[src/rtl/uart_rx_unit_if.sv]
// uart_rx_unit_if: serial line in, received byte and status pulses out.
// master = receiver side, slave = line driver / byte consumer side.
interface uart_rx_unit_if #(
   parameter int DBIT = 8
);
   logic            rx;
   logic            rx_done_tick;
   logic [DBIT-1:0] dout;
   logic            frame_err;

   modport master (
      input  rx,
      output rx_done_tick,
      output dout,
      output frame_err
   );

   modport slave (
      output rx,
      input  rx_done_tick,
      input  dout,
      input  frame_err
   );
endinterface

[src/rtl/uart_rx_unit.sv]
// uart_rx_unit: 8N1 UART receiver with 16x oversampling, input
// synchronizer, built-in tick generator and framing-error detection.
module uart_rx_unit #(
   parameter int DVSR    = 54,
   parameter int DBIT    = 8,
   parameter int SB_TICK = 16
) (
   input logic            clk,
   input logic            rst,
   uart_rx_unit_if.master bus
);

   localparam int TW = (DVSR > 1) ? $clog2(DVSR) : 1;
   localparam int NW = (DBIT > 1) ? $clog2(DBIT) : 1;

   localparam logic [TW-1:0] T_LAST = TW'(DVSR - 1);
   localparam logic [NW-1:0] N_LAST = NW'(DBIT - 1);
   localparam logic [3:0]    S_LAST = 4'(SB_TICK - 1);
   localparam logic [3:0]    S_MID  = 4'd7;
   localparam logic [3:0]    S_END  = 4'd15;

   typedef enum logic [2:0] {
      IDLE,
      START,
      DATA,
      STOP,
      WAIT_HIGH
   } state_t;

   state_t          state;
   logic            sync_q;
   logic            rx_s;
   logic [TW-1:0]   tick_cnt;
   logic            s_tick;
   logic [3:0]      s;
   logic [NW-1:0]   n;
   logic [DBIT-1:0] b;
   logic [DBIT-1:0] dout_q;
   logic            done_q;
   logic            ferr_q;

   // Two-flop synchronizer; resets high so reset never looks like a start.
   always_ff @(posedge clk) begin
      if (rst) begin
         sync_q <= 1'b1;
         rx_s   <= 1'b1;
      end else begin
         sync_q <= bus.rx;
         rx_s   <= sync_q;
      end
   end

   // Free-running oversample divider; never realigned to start edges.
   always_ff @(posedge clk) begin
      if (rst) begin
         tick_cnt <= '0;
      end else if (tick_cnt == T_LAST) begin
         tick_cnt <= '0;
      end else begin
         tick_cnt <= tick_cnt + 1'b1;
      end
   end

   assign s_tick = (tick_cnt == T_LAST);

   // Frame FSM with registered byte and one-clk status pulses.
   always_ff @(posedge clk) begin
      if (rst) begin
         state  <= IDLE;
         s      <= '0;
         n      <= '0;
         b      <= '0;
         dout_q <= '0;
         done_q <= 1'b0;
         ferr_q <= 1'b0;
      end else begin
         done_q <= 1'b0;
         ferr_q <= 1'b0;
         unique case (state)
            IDLE: begin
               if (!rx_s) begin
                  state <= START;
                  s     <= '0;
               end
            end
            START: begin
               if (s_tick) begin
                  if (s == S_MID) begin
                     if (!rx_s) begin
                        state <= DATA;
                        s     <= '0;
                        n     <= '0;
                     end else begin
                        state <= IDLE;
                     end
                  end else begin
                     s <= s + 4'd1;
                  end
               end
            end
            DATA: begin
               if (s_tick) begin
                  if (s == S_END) begin
                     s <= '0;
                     b <= {rx_s, b[DBIT-1:1]};
                     if (n == N_LAST) begin
                        state <= STOP;
                     end else begin
                        n <= n + 1'b1;
                     end
                  end else begin
                     s <= s + 4'd1;
                  end
               end
            end
            STOP: begin
               if (s_tick) begin
                  if (s == S_LAST) begin
                     if (rx_s) begin
                        dout_q <= b;
                        done_q <= 1'b1;
                        state  <= IDLE;
                     end else begin
                        ferr_q <= 1'b1;
                        state  <= WAIT_HIGH;
                     end
                  end else begin
                     s <= s + 4'd1;
                  end
               end
            end
            WAIT_HIGH: begin
               if (rx_s) begin
                  state <= IDLE;
               end
            end
            default: begin
               state <= IDLE;
            end
         endcase
      end
   end

   assign bus.dout         = dout_q;
   assign bus.rx_done_tick = done_q;
   assign bus.frame_err    = ferr_q;

endmodule
[src/flat_wrapper.sv]
// flat-port wrapper written by rule: the top's interface ports become plain ports
module uart_rx_unit_flat 
#(
   parameter int DVSR    = 54,
   parameter int DBIT    = 8,
   parameter int SB_TICK = 16
)
  (clk, rst, bus_rx, bus_rx_done_tick, bus_dout, bus_frame_err);
  uart_rx_unit_if #(.DBIT(DBIT)) bus_i ();
  input logic clk;
  input logic rst;
  input wire logic [$bits(bus_i.rx)-1:0] bus_rx;
  output wire logic [$bits(bus_i.rx_done_tick)-1:0] bus_rx_done_tick;
  output wire logic [$bits(bus_i.dout)-1:0] bus_dout;
  output wire logic [$bits(bus_i.frame_err)-1:0] bus_frame_err;
  assign bus_i.rx = bus_rx;
  assign bus_rx_done_tick = bus_i.rx_done_tick;
  assign bus_dout = bus_i.dout;
  assign bus_frame_err = bus_i.frame_err;
  uart_rx_unit #(.DVSR(DVSR), .DBIT(DBIT), .SB_TICK(SB_TICK)) u_core (.clk(clk), .rst(rst), .bus(bus_i));
endmodule
[config.mk]
export PLATFORM = sky130hd
export DESIGN_NAME = uart_rx_unit_flat
export DESIGN_NICKNAME = d
export VERILOG_FILES = /design/src/rtl/uart_rx_unit_if.sv /design/src/rtl/uart_rx_unit.sv /design/src/flat_wrapper.sv
export SDC_FILE = /design/constraint.sdc
export NUM_CORES = 1
export LEC_CHECK = 0
export BUFFER_PORTS_ARGS = -buffer_cell sky130_fd_sc_hd__buf_2
export CAP_MARGIN = 10
export CORE_AREA = 10 10 82 67
export DETAILED_ROUTE_END_ITERATION = 16
export DIE_AREA = 0 0 92 77
export SLEW_MARGIN = 10
export SYNTH_ARGS = -nofsm -noshare
export SYNTH_HDL_FRONTEND = slang
export SYNTH_SLANG_ARGS = --single-unit
[constraint.sdc]
create_clock -name clk -period 2 [get_ports clk]
set_input_delay 0.2 -clock clk [delete_from_list [all_inputs] [get_ports clk]]
set_output_delay 0.2 -clock clk [all_outputs]
set_load 0.02 [all_outputs]
==> reports/metrics.yaml, run 1 <==
cts_buffers: 5
drive_gt1_share_pct: 29.4
highest_layer: "met4"
grt_max_degree: 29
clockBufferDepth: 2
antenna_found_initial: 0
cts.sinks: 36
yosysTopAreaCellShare_pct: 41.6
grt_overflow: 0
cts.clk_slew.worst_paths_ps: 70
cp-end-kind: "flop"
clock_latency_ps: 280
port-buffer-count: 12
netlist_instances: 174
gp_congestion: 0.801
max_freq_ghz: 0.531
syn_nets: 182
ys_ff_latch: 36
track_usage_pct: 9.44
required_ps: 2170
synth_edf_count: 0
rows: 20
tightest_slew_ps: 379
wl_per_cell_um: 12.7
wirelength_um: 3210
ys_warn_count: 0
cts-root-buf: "clkbuf_8"
skew_ps: 6.05
drc_errors: 0
cp-start-kind: "flop"
synth_area_leaders: "dfxtp_1, mux2i_1, nor2_1"
drtAntennaViolNets: 0
layout_min_cycle_time_ps: 1880
dpl.hpwl_um: 2300
maxSlewHeadroom_pct: 74.1
design_area_um2: 1980
synth_cell_type_count: 46
slew_viol_final: 0
status: "complete, no violations"
post_dp_cell_area_um2: 1830
io_pins: 13
postSynthAreaPerCell_um2: 9.94
vias: 1275
cts_htree_levels: 2
initial_core_util_pct: 44.3
crit_arrival_ps: 2050
antenna_cells: 0
cp_max_fo: 3
cts_tree: "yes"
cap_violations: 0
finalSetupViolations: 0
rsz0062_at_grt: "no"
met1_length_um: 1780
core-area_um2: 3900
synth_area_leader_cell: "dfxtp_1"
drtIter0Drc: 73
dieHeight_um: 77
worstSetupPathType: "flop to flop"
route.met3.wl_um: 112
nets: 204
finalHoldViolations: 0
grt_pass1_wl_um: 5620
async_reset_ff_share_pct: 0
synthTopCellsByCount: "dfxtp_1, nor2_1, mux2i_1"
met2_length_um: 1280
dr.pass1.iters: 4
vdd_drop_max_uv: 500
grt_pass1_vias: 1220
synth_most_common_cell: "dfxtp_1"
syn_to_final_growth_pct: 14.5
syn_area_um2: 1730
drt-vias-per-instance: 5.06
worstHoldPathType: "primary input to flop"
fp.dieW_um: 92
synth_flop_cell: "dfxtp_1"
die-area_um2: 7080
yosysSeqAreaShare_pct: 41.6
period_share_pct: 94.1
fin_util_pct: 50.7
powerDensity_nw_per_um2: 830
power_leakage_uw: 0.000775
==> stage by stage <==
stage	power, uW	worst slack [ps]	hold slack [ps]	cells	setup TNS [ps]
CTS	1640	17.3	93.0	251	0
floorplan	1040	80.7	304	174	0
detailed placement	1120	-25.8	396	243	-47.4
finish	1640	118	96.8	252	0
global route	1740	4.17	101	252	0
global placement	1110	60.0	386	243	0
==> sequential cells by signal, summed over array words and instances, names as in the netlist, 3 cells and up <==
register	cells
u_core.n	3
u_core.bus.dout	8
u_core.state	3
u_core.tick_cnt	6
u_core.s	4
u_core.b	8
==> cells by family (layout without fill, tap and decap cells) <==
group | after synthesis | after routing | share of synthesized area [%]
mux | 19 | 19 | 11.1
flops | 36 | 36 | 41.6
fa+ha+maj | 5 | 5 | 3.62
compound gates | 20 | 20 | 9.47
simple gates | 76 | 76 | 24.0
xor+xnor | 7 | 7 | 3.54
buf+inv | 11 | 34 | 6.65
==> per-layer routing <==
metal  vias up  global-route usage, %
li1        654                      -
met2        15                   13.5
met4         0                   3.69
met3         4                   3.40
met5         -                      0
met1       602                   12.5
==> critical path, stage by stage (launching register included) <==
cell	delay (ps)
dfxtp_2	350
ha_4	140
ha_4	120
or2b_2	290
a32o_2	280
nor4_4	260
o21bai_1	110
a32o_1	220
==> power by group <==
part | internal, uW | switching (uW)
Combinational | 182 | 165
Sequential | 746 | 48.4
Clock | 247 | 256
==> final cells by class <==
class                      count  area [um2]
clock inverter                 2        16.3
multi-input combinational    127         940
sequential                    36         726
clock buffer                   6        72.6
tap                           55        68.8
inverter                       2        7.51
fill                         391        1920
timing repair buffer          24         150
==> layout by cell type (no fill, tap or decap), types with 3 or more instances in the layout <==
master	instances
buf_2	12
buf_4	12
clkbuf_8	5
dfxtp_1	32
dfxtp_2	4
ha_1	3
mux2i_1	18
nand2_1	7
nand3_1	3
nor2_1	34
nor3_1	5
or2_2	3
or2b_2	4
xnor2_1	3
xor2_1	4
==> what timing repair did <==
item	CTS	global route
resized for setup	2	10
setup endpoints to repair	2	4
pin swaps	2	6
hold buffers	0	0
buffers inserted	0	1
==> path summary, 6_finish.rpt <==
check / start / end / slack, ps / depth (start not counted)
hold / removal: bus_rx / u_core.sync_q$_SDFF_PP1_ / 100 / 2
setup / recovery: u_core.n[0]$_SDFFE_PP0P_ / u_core.n[1]$_SDFFE_PP0P_ / 120 / 7
setup reg to reg: u_core.n[0]$_SDFFE_PP0P_ / u_core.n[1]$_SDFFE_PP0P_ / 120 / 7
hold reg to reg: u_core.sync_q$_SDFF_PP1_ / u_core.rx_s$_SDFF_PP1_ / 420 / 1
Power figures use the tool's default switching activity.
==> run 2, diff against run 1 <==
ABC_AREA = 1   (was default)
==> reports/metrics.yaml, run 2 <==
status: "complete, no violations"
dr.pass1.iters: 4
worstSetupPathType: "flop to flop"
grt_pass1_wl_um: 6090
syn_to_final_growth_pct: 12.7
core-area_um2: 3900
die-area_um2: 7080
drt-vias-per-instance: 4.79
initial_core_util_pct: 44.5
tightest_slew_ps: 489
ys_ff_latch: 36
rsz0062_at_grt: "no"
io_pins: 13
clockBufferDepth: 2
grt_overflow: 0
drc_errors: 0
tns_ps: 0
vias: 1481
grt_max_degree: 18
crit_arrival_ps: 1770
cts.sinks: 36
grt.busiest_layer: "met2"
synth_edf_count: 0
cp_max_fo: 16
antenna_cells: 0
synth_area_leader_cell: "dfxtp_1"
required_ps: 2190
port-buffer-count: 12
powerDensity_nw_per_um2: 1060
maxSlewHeadroom_pct: 67.4
clock_latency_ps: 300
worstHoldPathType: "primary input to flop"
dpl.hpwl_um: 2500
whs_ps: 83.2
syn_nets: 244
skew_ps: 10.3
cp-start-kind: "flop"
ys_warn_count: 0
cp-end-kind: "flop"
crit_end: "u_core.bus.dout[0]$_SDFFE_PP0P_"
yosysSeqAreaShare_pct: 41.5
synth_most_common_cell: "nor2_1"
dieHeight_um: 77
crit_start: "u_core.s[0]$_SDFFE_PP0P_"
wirelength_um: 3480
cts-root-buf: "clkbuf_8"
power_leakage_uw: 0.000894
cts_buffers: 5
finalHoldViolations: 0
r2r_slack_ps: 420
period_share_pct: 79.1
postSynthAreaPerCell_um2: 7.36
synthTopCellsByCount: "nor2_1, nand2_1, dfxtp_1"
cap_violations: 0
grt_pass1_vias: 1332
rows: 20
dpl_worst_slack_ps: 426
gp_congestion: 0.830
wl_per_cell_um: 11.2
vdd_drop_max_uv: 611
grt.met3_usage_pct: 3.60
netlist_instances: 236
cts_resized: 0
reg2regPathDepth: 6
max_freq_ghz: 0.632
cts.clk_slew.worst_paths_ps: 80
layout_commonest_cell: "nor2_1"
setup_ws_ps: 418
syn_area_um2: 1740
r2r-end: "u_core.bus.dout[0]$_SDFFE_PP0P_"
drive_gt1_share_pct: 20.9
nets: 261
antenna_found_initial: 0
yosysTopAreaCellShare_pct: 41.5
synth_cell_type_count: 27
post-cts-setup-buffer-count: 0
layout_min_cycle_time_ps: 1580
slew_viol_final: 0
cts_tree: "yes"
synth_area_leaders: "dfxtp_1, nor2_1, nand2_1"
cts_htree_levels: 2
fp.dieW_um: 92
drtAntennaViolNets: 0
met1_usage_pct: 14.0
finalPower_uw: 2070
hold_depth: 2
rr_startpoint: "u_core.s[0]$_SDFFE_PP0P_"
finalSetupViolations: 0
drtIter0Drc: 101
track_usage_pct: 10.5
synth_flop_cell: "dfxtp_1"
mostFrequentLayoutCells: "nor2_1, nand2_1, dfxtp_1, inv_1, a21oi_1"
use_met2_pct: 14.2
cts_hold_buf: 0
async_reset_ff_share_pct: 0
==> run 2: power by group <==
part           switching, uW  total [uW]  internal (uW)
sequential              59.7         814            754
clock                    279         648            369
combinational            411         608            197
total                    750        2070           1320
==> run 2: how the worst min path moves through the flow <==
stage	from	endpoint	slack [ps]
after floorplan	rst	u_core.s[1]$_SDFFE_PP0P_	270
after global placement	bus_rx	u_core.sync_q$_SDFF_PP1_	390
after detailed placement	bus_rx	u_core.sync_q$_SDFF_PP1_	390
final	bus_rx	u_core.sync_q$_SDFF_PP1_	80
after CTS	bus_rx	u_core.sync_q$_SDFF_PP1_	70
after global routing	bus_rx	u_core.sync_q$_SDFF_PP1_	100
==> run 2: stage by stage <==
stage | instance area (um2) | cells | util, %
after floorplan | 1740 | 236 | -
after global placement | 1850 | 301 | 47.3
after detailed placement | 1850 | 301 | 47.3
after CTS | 1960 | 309 | 50.2
after global routing | 1960 | 309 | 50.2
final | 1960 | 309 | 50.2
==> run 2: logic make-up (layout without fill, tap and decap cells) <==
| family | Yosys count | after routing | synth area share (%) |
|---|---|---|---|
| AO/OA/AOI/OAI | 34 | 34 | 9.79 |
| XOR/XNOR | 2 | 2 | 1.01 |
| adder cells (fa/ha/maj) | 5 | 5 | 3.60 |
| buffers and inverters | 28 | 46 | 6.91 |
| flip-flops | 36 | 36 | 41.5 |
| AND/OR/NAND/NOR | 131 | 131 | 37.2 |
==> run 2: worst max-delay path, stage by stage (launching register included) <==
cell and delay [ps]:
dfxtp_1 400, ha_1 260, nand2_2 80, nor2_2 190
nand4_4 250, o21ai_0 240, a21oi_1 50
==> run 2: layout make-up <==
class	count	area (um2)
fill	409	1940
multi-input combinational	172	897
sequential	36	721
inverter	25	93.8
clock buffer	5	68.8
tap	55	68.8
timing repair buffer	13	67.6
clock inverter	3	42.5
==> run 2: per-layer routing <==
layer  vias to the layer above  part of all wire, %  wire [um]
li1                        785                    -          -
met1                       660                   54       1890
met2                        29                   38       1330
met3                         7                  5.3        185
met4                         0                  2.0         68
met5                         -                    0          0
==> run 3, diff against run 2 <==
clock period = 1.5 ns   (was 2 ns; I/O delays follow)
==> reports/metrics.yaml, run 3 (synthesized netlist as in run 2, its figures left out) <==
status: "complete, no violations"
cts.sinks: 36
track_usage_pct: 9.65
clockBufferDepth: 2
rows: 20
grt_pass1_vias: 1285
initial_core_util_pct: 44.5
cp-end-kind: "flop"
min_from: "bus_rx"
dpl.hpwl_um: 2460
cts.clk_slew.worst_paths_ps: 80
maxSlewHeadroom_pct: 78.0
core-area_um2: 3900
layout_min_cycle_time_ps: 1440
layout_commonest_cell: "nor2_1"
wl_per_cell_um: 11.5
cts-root-buf: "clkbuf_8"
dr.pass1.iters: 4
fp.dieW_um: 92
io_pins: 13
vias: 1515
rr_startpoint: "u_core.tick_cnt[1]$_SDFF_PP0_"
die-area_um2: 7080
finalPower_uw: 2840
max_freq_ghz: 0.693
skew_ps: 8.92
gp_congestion: 0.886
grt_overflow: 0
mostFrequentLayoutCells: "nor2_1, nand2_1, dfxtp_1, inv_1, a21oi_1"
worstHoldPathType: "primary input to flop"
powerDensity_nw_per_um2: 1310
cts_tree: "yes"
cap_violations: 0
required_ps: 1680
tightest_slew_ps: 330
vdd_drop_max_uv: 816
cts_htree_levels: 2
cp-start-kind: "flop"
crit_arrival_ps: 1620
dieHeight_um: 77
tns_ps: 0
cp_max_fo: 7
multi_input_area_um2: 1010
rsz0062_at_grt: "yes"
grt_max_degree: 24
drt-vias-per-instance: 4.70
clock_latency_ps: 290
crit_start: "u_core.tick_cnt[1]$_SDFF_PP0_"
period_share_pct: 96.2
drc_errors: 0
power_leakage_uw: 0.000982
finalSetupViolations: 0
finalHoldViolations: 0
antenna_cells: 0
layoutNonFillerInstCount: 322
seq_area_um2: 729
drive_gt1_share_pct: 32.2
syn_to_final_growth_pct: 25.3
cts_hold_buf: 0
cts_buffers: 5
grt_pass1_wl_um: 5790
placed_cells: 309
antenna_found_initial: 0
fin_util_pct: 55.8
nets: 274
drtIter0Drc: 78
wirelength_um: 3700
port-buffer-count: 12
drtAntennaViolNets: 0
slew_viol_final: 0
whs_ps: 51.2
worstSetupPathType: "flop to flop"
fillers: 398
==> run 3: cell types whose count changed in the layout (fill, tap and decap cells not counted), sizes merged <==
cell | previous run | this run
buf | 13 | 25
nand4 | 4 | 5
==> run 3: routing by layer <==
metal | up-vias | wire length (um) | GRT usage [%] | part of all wire, %
met4 | 0 | 32 | 2.31 | 0.86
met3 | 4 | 234 | 3.89 | 6.3
met2 | 32 | 1560 | 12.3 | 42
met5 | - | 0 | 0 | 0
li1 | 818 | - | - | -
met1 | 661 | 1880 | 14.3 | 51
==> run 3: cell type report <==
class / count / area share (%)
tap: 55 / 3.16
inverter: 25 / 4.31
clock inverter: 3 / 1.95
timing repair buffer: 25 / 7.59
clock buffer: 5 / 3.16
sequential: 36 / 33.5
multi-input combinational: 173 / 46.3
==> run 3: repair_timing <==
| item | in CTS | in global routing |
|---|---|---|
| setup endpoints to repair | 6 | 26 |
| hold endpoints to repair | 0 | 0 |
| buffers inserted | 0 | 4 |
| gates cloned | 0 | 1 |
| pin swaps | 0 | 12 |
| gates resized for setup | 0 | 34 |
==> run 3: worst paths after layout <==
check / cells after the start / end / slack (ps)
setup / recovery: 8 / u_core.bus.dout[1]$_SDFFE_PP0P_ / 60
hold / removal: 2 / u_core.sync_q$_SDFF_PP1_ / 50
setup reg to reg: 8 / u_core.bus.dout[1]$_SDFFE_PP0P_ / 60
hold reg to reg: 1 / u_core.rx_s$_SDFF_PP1_ / 410
==> run 3: power by group <==
| part | internal [uW] | switching [uW] |
|---|---|---|
| registers | 1010 | 84.7 |
| logic | 310 | 600 |
| clock network | 492 | 348 |
| total | 1810 | 1030 |
==> run 3: per-stage QoR <==
step | worst slack, ps | area [um2]
2_1_floorplan | 133 | 1740
4_1_cts | -8.64 | 2020
5_1_grt | -66.9 | 2180
3_5_place_dp | 16.6 | 1910
6_report | 57.3 | 2180
3_3_place_gp | 47.6 | 1910
==> run 3: critical path, stage by stage (launching register included) <==
cell     delay (ps)
dfxtp_2         320
inv_2            60
ha_4            150
nand3_4          70
nor2_4          180
buf_4           150
nand4_4         170
o21ai_0         200
a21oi_1          50
